<file path="src/rtl/ccff_chain_loader_if.sv">
// Bitstream word handshake between the configuration source and the chain loader.
// The source owns start/abort/word_in/word_valid; the loader answers with word_ready.
interface ccff_chain_loader_if #(
    parameter int WORD_W = 8
);
    logic              start;
    logic              abort;
    logic [WORD_W-1:0] word_in;
    logic              word_valid;
    logic              word_ready;

    modport master (
        output start,
        output abort,
        output word_in,
        output word_valid,
        input  word_ready
    );

    modport slave (
        input  start,
        input  abort,
        input  word_in,
        input  word_valid,
        output word_ready
    );
endinterface

</file>
<file path="src/rtl/ccff_chain_loader.sv">
// Word-to-serial configuration loader: shifts words MSB first into a chain, then
// commits the whole chain to the TGATE sel/selb shadow outputs in one cycle.
module ccff_chain_loader #(
    parameter int CHAIN_LEN = 64,
    parameter int WORD_W    = 8
) (
    input  logic                 prog_clk,
    input  logic                 prog_rst_n,
    ccff_chain_loader_if.slave   bus,
    output logic [CHAIN_LEN-1:0] mem_out,
    output logic [CHAIN_LEN-1:0] mem_outb,
    output logic                 ccff_tail,
    output logic                 busy,
    output logic                 done
);
    localparam int WORDS  = CHAIN_LEN / WORD_W;
    localparam int BIT_W  = $clog2(WORD_W);
    localparam int WCNT_W = $clog2(WORDS + 1);

    typedef enum logic [1:0] {
        ST_IDLE   = 2'd0,
        ST_LOAD   = 2'd1,
        ST_SHIFT  = 2'd2,
        ST_COMMIT = 2'd3
    } state_t;

    state_t               state_r;
    state_t               next_state_s;
    logic [CHAIN_LEN-1:0] shift_r;
    logic [CHAIN_LEN-1:0] mem_r;
    logic [WORD_W-1:0]    word_r;
    logic [BIT_W-1:0]     bit_cnt_r;
    logic [WCNT_W-1:0]    word_cnt_r;
    logic                 ready_r;
    logic                 busy_r;
    logic                 done_r;

    logic                 last_bit_s;
    logic                 last_word_s;
    logic                 clear_cnt_s;
    logic                 capture_s;
    logic                 shift_en_s;
    logic                 commit_s;
    logic                 ready_d_s;
    logic                 busy_d_s;

    assign last_bit_s  = (bit_cnt_r == BIT_W'(WORD_W - 1));
    assign last_word_s = (word_cnt_r == WCNT_W'(WORDS - 1));

    // State register.
    always_ff @(posedge prog_clk or negedge prog_rst_n) begin
        if (!prog_rst_n) begin
            state_r <= ST_IDLE;
        end else begin
            state_r <= next_state_s;
        end
    end

    // Next-state logic; abort overrides every other transition out of a busy state.
    always_comb begin
        next_state_s = state_r;
        case (state_r)
            ST_IDLE: begin
                if (bus.start && !bus.abort) begin
                    next_state_s = ST_LOAD;
                end else begin
                    next_state_s = ST_IDLE;
                end
            end
            ST_LOAD: begin
                if (bus.abort) begin
                    next_state_s = ST_IDLE;
                end else if (bus.word_valid) begin
                    next_state_s = ST_SHIFT;
                end else begin
                    next_state_s = ST_LOAD;
                end
            end
            ST_SHIFT: begin
                if (bus.abort) begin
                    next_state_s = ST_IDLE;
                end else if (last_bit_s) begin
                    next_state_s = last_word_s ? ST_COMMIT : ST_LOAD;
                end else begin
                    next_state_s = ST_SHIFT;
                end
            end
            ST_COMMIT: begin
                next_state_s = ST_IDLE;
            end
            default: begin
                next_state_s = ST_IDLE;
            end
        endcase
    end

    // Output/control decode; status flags are derived from the next state so they register cleanly.
    always_comb begin
        clear_cnt_s = 1'b0;
        capture_s   = 1'b0;
        shift_en_s  = 1'b0;
        commit_s    = 1'b0;
        case (state_r)
            ST_IDLE:   clear_cnt_s = bus.start && !bus.abort;
            ST_LOAD:   capture_s   = bus.word_valid && !bus.abort;
            ST_SHIFT:  shift_en_s  = !bus.abort;
            ST_COMMIT: commit_s    = !bus.abort;
            default: begin
                clear_cnt_s = 1'b0;
                capture_s   = 1'b0;
                shift_en_s  = 1'b0;
                commit_s    = 1'b0;
            end
        endcase
        ready_d_s = (next_state_s == ST_LOAD);
        busy_d_s  = (next_state_s != ST_IDLE);
    end

    // Datapath: word capture, serial shift, counters and the single-cycle commit.
    always_ff @(posedge prog_clk or negedge prog_rst_n) begin
        if (!prog_rst_n) begin
            shift_r    <= {CHAIN_LEN{1'b0}};
            mem_r      <= {CHAIN_LEN{1'b0}};
            word_r     <= {WORD_W{1'b0}};
            bit_cnt_r  <= {BIT_W{1'b0}};
            word_cnt_r <= {WCNT_W{1'b0}};
            ready_r    <= 1'b0;
            busy_r     <= 1'b0;
            done_r     <= 1'b0;
        end else begin
            ready_r <= ready_d_s;
            busy_r  <= busy_d_s;
            done_r  <= commit_s;
            if (clear_cnt_s) begin
                word_cnt_r <= {WCNT_W{1'b0}};
            end else if (shift_en_s && last_bit_s) begin
                word_cnt_r <= word_cnt_r + WCNT_W'(1);
            end else begin
                word_cnt_r <= word_cnt_r;
            end
            if (capture_s) begin
                word_r    <= bus.word_in;
                bit_cnt_r <= {BIT_W{1'b0}};
            end else if (shift_en_s) begin
                word_r    <= {word_r[WORD_W-2:0], 1'b0};
                bit_cnt_r <= last_bit_s ? bit_cnt_r : bit_cnt_r + BIT_W'(1);
            end else begin
                word_r    <= word_r;
                bit_cnt_r <= bit_cnt_r;
            end
            if (shift_en_s) begin
                shift_r <= {shift_r[CHAIN_LEN-2:0], word_r[WORD_W-1]};
            end else begin
                shift_r <= shift_r;
            end
            if (commit_s) begin
                mem_r <= shift_r;
            end else begin
                mem_r <= mem_r;
            end
        end
    end

    // selb is the inverse of the same register, so sel/selb can never disagree.
    assign mem_out        = mem_r;
    assign mem_outb       = ~mem_r;
    assign ccff_tail      = shift_r[CHAIN_LEN-1];
    assign busy           = busy_r;
    assign done           = done_r;
    assign bus.word_ready = ready_r;

endmodule

</file>
<file path="src/flat_wrapper.sv">
// flat-port wrapper written by rule: the top's interface ports become plain ports
module ccff_chain_loader_flat 
#(
    parameter int CHAIN_LEN = 64,
    parameter int WORD_W    = 8
)
  (prog_clk, prog_rst_n, mem_out, mem_outb, ccff_tail, busy, done, bus_start, bus_abort, bus_word_in, bus_word_valid, bus_word_ready);
  ccff_chain_loader_if #(.WORD_W(WORD_W)) bus_i ();
  input  logic prog_clk;
  input  logic prog_rst_n;
  output logic [CHAIN_LEN-1:0] mem_out;
  output logic [CHAIN_LEN-1:0] mem_outb;
  output logic ccff_tail;
  output logic busy;
  output logic done;
  input wire logic [$bits(bus_i.start)-1:0] bus_start;
  input wire logic [$bits(bus_i.abort)-1:0] bus_abort;
  input wire logic [$bits(bus_i.word_in)-1:0] bus_word_in;
  input wire logic [$bits(bus_i.word_valid)-1:0] bus_word_valid;
  output wire logic [$bits(bus_i.word_ready)-1:0] bus_word_ready;
  assign bus_i.start = bus_start;
  assign bus_i.abort = bus_abort;
  assign bus_i.word_in = bus_word_in;
  assign bus_i.word_valid = bus_word_valid;
  assign bus_word_ready = bus_i.word_ready;
  ccff_chain_loader #(.CHAIN_LEN(CHAIN_LEN), .WORD_W(WORD_W)) u_core (.prog_clk(prog_clk), .prog_rst_n(prog_rst_n), .bus(bus_i), .mem_out(mem_out), .mem_outb(mem_outb), .ccff_tail(ccff_tail), .busy(busy), .done(done));
endmodule
</file>
<file path="config.mk">
export PLATFORM = sky130hd
export DESIGN_NAME = ccff_chain_loader_flat
export DESIGN_NICKNAME = d
export VERILOG_FILES = /design/src/rtl/ccff_chain_loader_if.sv /design/src/rtl/ccff_chain_loader.sv /design/src/flat_wrapper.sv
export SDC_FILE = /design/constraint.sdc
export NUM_CORES = 1
export LEC_CHECK = 0
export BUFFER_PORTS_ARGS = -buffer_cell sky130_fd_sc_hd__buf_2
export CORE_MARGIN = 2
export CORE_UTILIZATION = 50
export DETAILED_ROUTE_END_ITERATION = 10
export PLACE_DENSITY_LB_ADDON = 0.08
export RECOVER_POWER = 100
export REMOVE_ABC_BUFFERS = 1
export SLEW_MARGIN = 20
export SYNTH_ARGS = -nofsm -noshare
export SYNTH_HDL_FRONTEND = slang
export SYNTH_SLANG_ARGS = --single-unit
</file>
<file path="constraint.sdc">
create_clock -name prog_clk -period 2.7 [get_ports prog_clk]
set_input_delay 0.135 -clock prog_clk [delete_from_list [all_inputs] [get_ports prog_clk]]
set_output_delay 0.135 -clock prog_clk [all_outputs]
set_load 0.01 [all_outputs]
</file>
### Word level (Yosys, flattened, before mapping)

Index checks and enable logic that the tools add are counted.

| operators by class | value |
|---|---|
| add/sub/neg operators | 2 |
| multiply operators | 0 |
| div/mod/pow operators | 0 |
| magnitude comparators | 0 |
| equality and inequality tests | 7 |
| shifts and indexed selects | 0 |
| multiplexer cells | 18 |
| bitwise gates (word level) | 1 |
| reductions and logical operators | 9 |

Operator list:

| operator | count |
|---|---|
| NOT 64 bit | 1 |
| two-way mux 8 bit | 2 |
| two-way mux 2 bit | 5 |
| two-way mux 3 bit | 3 |
| two-way mux 4 bit | 2 |
| case mux 2 bit (4 select lines) | 1 |
| nonzero test 2 bit | 3 |
| two-way mux 1 bit | 5 |
| adder 4 x 1 -> 4 bit (second input constant) | 1 |
| == test 2 x 1 -> 1 bit (second input constant) | 2 |
| == test 2 bit (second input constant) | 2 |
| == test 4 x 3 -> 1 bit (second input constant) | 1 |
| adder 3 x 1 -> 3 bit (second input constant) | 1 |
| == test 3 bit (second input constant) | 1 |
| logical AND 1 bit | 3 |
| zero test 2 bit | 1 |
| != test 2 bit (second input constant) | 1 |
| AND reduction 2 bit | 1 |
| zero test 1 bit | 1 |

| storage, ports and cells | value |
|---|---|
| register bits | 148 |
| bits in latches | 0 |
| bits in writable memories | 0 |
| bits in read-only memories | 0 |
| input port bits | 13 |
| memories | 0 |

### Logic depth before layout (Yosys ltp)

| logic depth | value |
|---|---|
| depth after elaboration | 6 |
| mapped depth | 5 |
| mapped depth without buffers | 5 |

### Least setup slack after synthesis

No wires, ideal clock.

| path | value |
|---|---|
| kind | flip-flop to flip-flop |
| from | register u_core.bit_cnt_r[0] |
| to | register u_core.bit_cnt_r[1] |
| setup time | 0.119 ns |
| arrival | 1.404 ns |
| data required time | 2.581 ns |
| slack | 1.177 ns |
| cell stages (with the launch flop) | 6 |
| path buffers | 0 |
| clock period less this slack | 1.523 ns |
| cell sequence | dfrtp_1 ha_1 ha_1 nor4b_4 mux2i_1 nor2_1 |

| on the way | value |
|---|---|
| word-level cells in the longest chain between the ends | 4 |
| elaborated cells between the ends (all ways) | 7 |
| classes of those cells | 1 x add/sub; 2 x eq/ne; 3 x mux; 1 x reduce/logical |

RTL lines:

| item | line | RTL |
|---|---|---|
| from (decl) | ccff_chain_loader.sv:32 | `logic [BIT_W-1:0] bit_cnt_r;` |
| from (signal assigned) | ccff_chain_loader.sv:125 | `bit_cnt_r <= {BIT_W{1'b0}};` |
| from (signal assigned) | ccff_chain_loader.sv:143 | `bit_cnt_r <= {BIT_W{1'b0}};` |
| from (signal assigned) | ccff_chain_loader.sv:146 | `bit_cnt_r <= last_bit_s ? bit_cnt_r : bit_cnt_r + BIT_W'(1);` |
| adder 3 x 1 -> 3 bit | ccff_chain_loader.sv:146 |  |
| two-way mux 3 bit | ccff_chain_loader.sv:146 |  |
| two-way mux 3 bit | ccff_chain_loader.sv:144 | `end else if (shift_en_s) begin` |
| two-way mux 3 bit | ccff_chain_loader.sv:141 | `if (capture_s) begin` |

Parallel ways exist; a longest one is shown, timed or not. The select of a mux whose other input is x is not followed.
A chain may end at the register's enable or synchronous reset.

### Worst setup path in the final report

| path | value |
|---|---|
| from | register u_core.state_r[1] |
| to | register u_core.shift_r[59] |

| on the way | value |
|---|---|
| word-level cells in the longest chain between the ends | 2 |

RTL lines:

| item | line | RTL |
|---|---|---|
| from (decl) | ccff_chain_loader.sv:27 | `state_t state_r;` |
| from (signal assigned) | ccff_chain_loader.sv:55 | `state_r <= next_state_s;` |
| == test 2 bit | ccff_chain_loader.sv:103 | `case (state_r)` |
| two-way mux 1 bit | ccff_chain_loader.sv:103 |  |
| to (signal assigned) | ccff_chain_loader.sv:122 | `shift_r <= {CHAIN_LEN{1'b0}};` |
| to (signal assigned) | ccff_chain_loader.sv:152 | `shift_r <= {shift_r[CHAIN_LEN-2:0], word_r[WORD_W-1]};` |
| to (signal assigned) | ccff_chain_loader.sv:154 | `shift_r <= shift_r;` |
| to (decl) | ccff_chain_loader.sv:29 | `logic [CHAIN_LEN-1:0] shift_r;` |

No other way between the ends.

==> results.md <==
* Tightest Hold Check Type: input pin to register
* CTS Root Cell: clkbuf_16
* Clock-pin transition on the worst setup and hold timing paths at approximately 0.050 ns
* P&R area growth vs syn at 16.8%
* Critical Path Stages at 3
* Final total power at approximately 4600 µW
* Num rows at 40
* Post-CTS Resized at 0
* WL final at slightly above 10 mm
* Tmin final at ~2.1 ns
* Iter 0 DRT Violations at 199
* R2R depth at 3
* Num CTS Buffers at 17
* Crit path largest cell delay at ~0.79 ns
* Pin count of the biggest net entering global routing at between 100 and 150
* Port bufs at 144
* ANT cells at 0
* Initial antenna violation count at 0
* Max transition margin at about a tenth
* Setup Fix Bufs, Post-CTS at 0
* Crit Path Class: register to register
* DRC Markers at 0
* Die width at ~110 µm
* FF-to-FF setup slack at approximately 0.6 ns
* Worst hold path endpoint: u_core.word_r[6]$_DFFE_PN0P_
* Register area share after synthesis at 60.3%
* R2r endpoint: u_core.shift_r[59]$_DFFE_PN0P_
* CTS max path bufs at 2
* CP endpoint kind: register
* Unique masters post-synth at 29
* Max-slew violations at 0
* Post-synth EDFFs at 0
* Final period util at 77.9%
* Number of clock sinks at about 150
* Io pins at around 150
* Die H at around 110 µm
* Flops & latches, synth at roughly 150
* Fin nets at between 500 and 600
* Worst setup SP type: register
* Routed WL per cell at 14.0 µm
* Cell Area, Synth at between 6000 and 7000 µm²
* Post-route cell area at 7170 µm²
* Buffer and inverter count on the worst path at 1
* Vias in the first global route at between 3000 and 4000
* Syn Area/Cell at roughly 15 µm²
* Highest clock rate at ~480 MHz
* CP max stage cell: clkbuf_2
* Drt via density at roughly 4.8
* Clock latency on the worst-skew pair at about 0.41 ns
* Status: finished, final reports clean
* Worst vdd ir at between 0.4 and 0.5 mV
* Share of cells above drive strength 1 at roughly an eighth
* All-layer global routing usage at between 10% and 20%
* Htree depth at 4
* Required @ worst endpoint at 2.99 ns
* Synth async-reset ratio at 100%
* CTS tree: built
* DRT antenna net count at 0
* Detailed Place HPWL at between 6 and 7 mm
* Max cap viols at 0
* Total grt overflow at 0
* Worst-Margin Slew at between 1 and 1.5 ns
* Placed Area at 7020 µm²
* CP Cell Sequence: nor3b_1, clkbuf_2, mux2_1
* Synth warnings at 0
* Die ar. at between 10000 and 15000 µm²
* First-pass DRT Iterations at 4
* Place WS at between 0.8 and 0.9 ns
* Hold Path Origin: bus_word_in[6]
* First-pass GRT wire length at about 16 mm
* Final hold viol count at 0
* Setup TNS Final at 0 ns
* Gpl congestion at between 0.7 and 0.8
* Layout Skew at 0.00363 ns
* CP max FO at 38
* Pwr Density at 646 nW/µm²
* Fillers at between 1000 and 1500
* Vias at 3499
* Crit-path leading delay family: buffers and inverters
* Initial Util at about half
* FF-to-FF Start: u_core.state_r[1]$_DFF_PN0_
* Cell count after synthesis at roughly 410
* Final Worst Setup Slack at about 0.60 ns
* Post-synth top flop: dfrtp_1
* LEAKAGE at between 0.003 and 0.004 µW
* Worst Path Arrival at 2.39 ns
* Core Region at between 10000 and 15000 µm²
* Post-layout util at roughly 60%
* Final setup viols at 0
* RSZ-0062 raised after global routing: false
* Hold Path Depth at 3
==> worst max-delay path by stage <==
stage | from | end | slack (ns)
final | u_core.state_r[1]$_DFF_PN0_ | u_core.shift_r[59]$_DFFE_PN0P_ | 0.60
after detailed placement | u_core.state_r[0]$_DFF_PN0_ | u_core.mem_out[40]$_DFFE_PN0P_ | 0.85
after CTS | u_core.state_r[0]$_DFF_PN0_ | u_core.mem_out[40]$_DFFE_PN0P_ | 0.81
after global placement | u_core.state_r[0]$_DFF_PN0_ | u_core.mem_out[62]$_DFFE_PN0P_ | 0.88
after floorplan | u_core.state_r[0]$_DFF_PN0_ | u_core.word_r[0]$_DFFE_PN0P_ | -1.32
after global routing | u_core.state_r[1]$_DFF_PN0_ | u_core.shift_r[56]$_DFFE_PN0P_ | 0.44
==> worst reg2reg max path: stages (launching register included) <==
cell,delay (ns)
dfrtp_1,0.47
nor3b_1,0.31
clkbuf_2,0.79
mux2_1,0.42
==> cell families after synthesis <==
group	share of synthesized area [%]
DFF	60.3
muxes	27.3
buffers and inverters	6.44
AOI/OAI and AO/OA	2.49
and+or+nand+nor	2.55
adders and majority gates	0.611
xor gates and xnor gates	0.285
==> through the flow <==
stage,instances,hold WS [ns]
floorplan,391,-0.161
global placement,691,0.293
detailed placement,691,0.292
CTS,724,0.00715
global route,724,0.0239
finish,724,0.0255
==> layout make-up <==
type	instances	area (µm²)	area share (%)
Clock buffer	26	499	6.96
Clock inverter	5	25.0	0.349
Inverter	67	251	3.51
Multi-Input combinational cell	176	1850	25.8
Sequential cell	148	3700	51.6
Tap cell	147	184	2.56
Timing Repair Buffer	155	659	9.20
==> per-layer routing <==
layer | up-vias | wire length, µm | GRT usage, %
li1 | 1670 | - | -
met1 | 1722 | 4820 | 21.3
met2 | 92 | 4650 | 25.1
met3 | 15 | 461 | 4.59
met4 | 0 | 188 | 8.19
met5 | - | 0 | 0
==> sequential cells by signal, summed over array words and instances, names as in the netlist <==
register               cells
u_core.shift_r            64
u_core.busy                1
u_core.word_r              8
u_core.word_cnt_r          4
u_core.bus.word_ready      1
u_core.state_r             2
u_core.bit_cnt_r           3
u_core.done                1
u_core.mem_out            64
==> placed cells by master (no fill, tap or decap) <==
cell type / count
inv_1: 67
ha_1: 3
clkbuf_8: 4
clkinv_2: 5
dlygate4sd3_1: 2
a211oi_1: 1
and3b_1: 1
clkbuf_4: 1
nor4b_1: 2
a22o_1: 8
nor3b_1: 1
clkbuf_1: 138
mux2_2: 16
a211o_1: 1
buf_2: 11
mux2i_1: 4
nor2_2: 1
mux2_1: 110
nand4_1: 1
nor4b_2: 1
xnor2_1: 2
and4bb_4: 1
dfrtp_1: 148
a21o_1: 7
clkbuf_2: 3
a31o_1: 1
clkbuf_16: 17
nand2b_1: 2
mux2_4: 3
nor2_1: 7
a21oi_1: 1
and4bb_1: 1
buf_12: 2
nand3b_1: 1
buf_4: 3
==> synthesized netlist by cell type (2+ instances only) <==
cell / number / area share [%]
dfrtp_1: 148 / 60
nand2b_1: 2 / 0.20
a22o_1: 8 / 1.1
mux2_4: 49 / 12
mux2_2: 16 / 2.9
nor2_1: 7 / 0.43
buf_6: 7 / 1.3
a21o_1: 7 / 0.86
buf_4: 8 / 0.98
ha_1: 3 / 0.61
inv_1: 67 / 4.1
xnor2_1: 2 / 0.29
mux2i_1: 4 / 0.65
mux2_1: 64 / 12
==> what timing repair did <==
| action | CTS | global route |
|---|---|---|
| hold buffers | 2 | 0 |
| hold endpoints to repair | 99 | 0 |
| endpoints found under the setup margin | 0 | 0 |
==> power breakdown <==
part | leakage [µW] | internal [µW] | switching (µW)
Combinational | 0.00135 | 94.0 | 113
Sequential | 0.00205 | 2310 | 53.9
Clock | 0.000264 | 1260 | 810
Total | 0.00366 | 3660 | 977
Note: power is estimated with default switching activity, not from simulation.
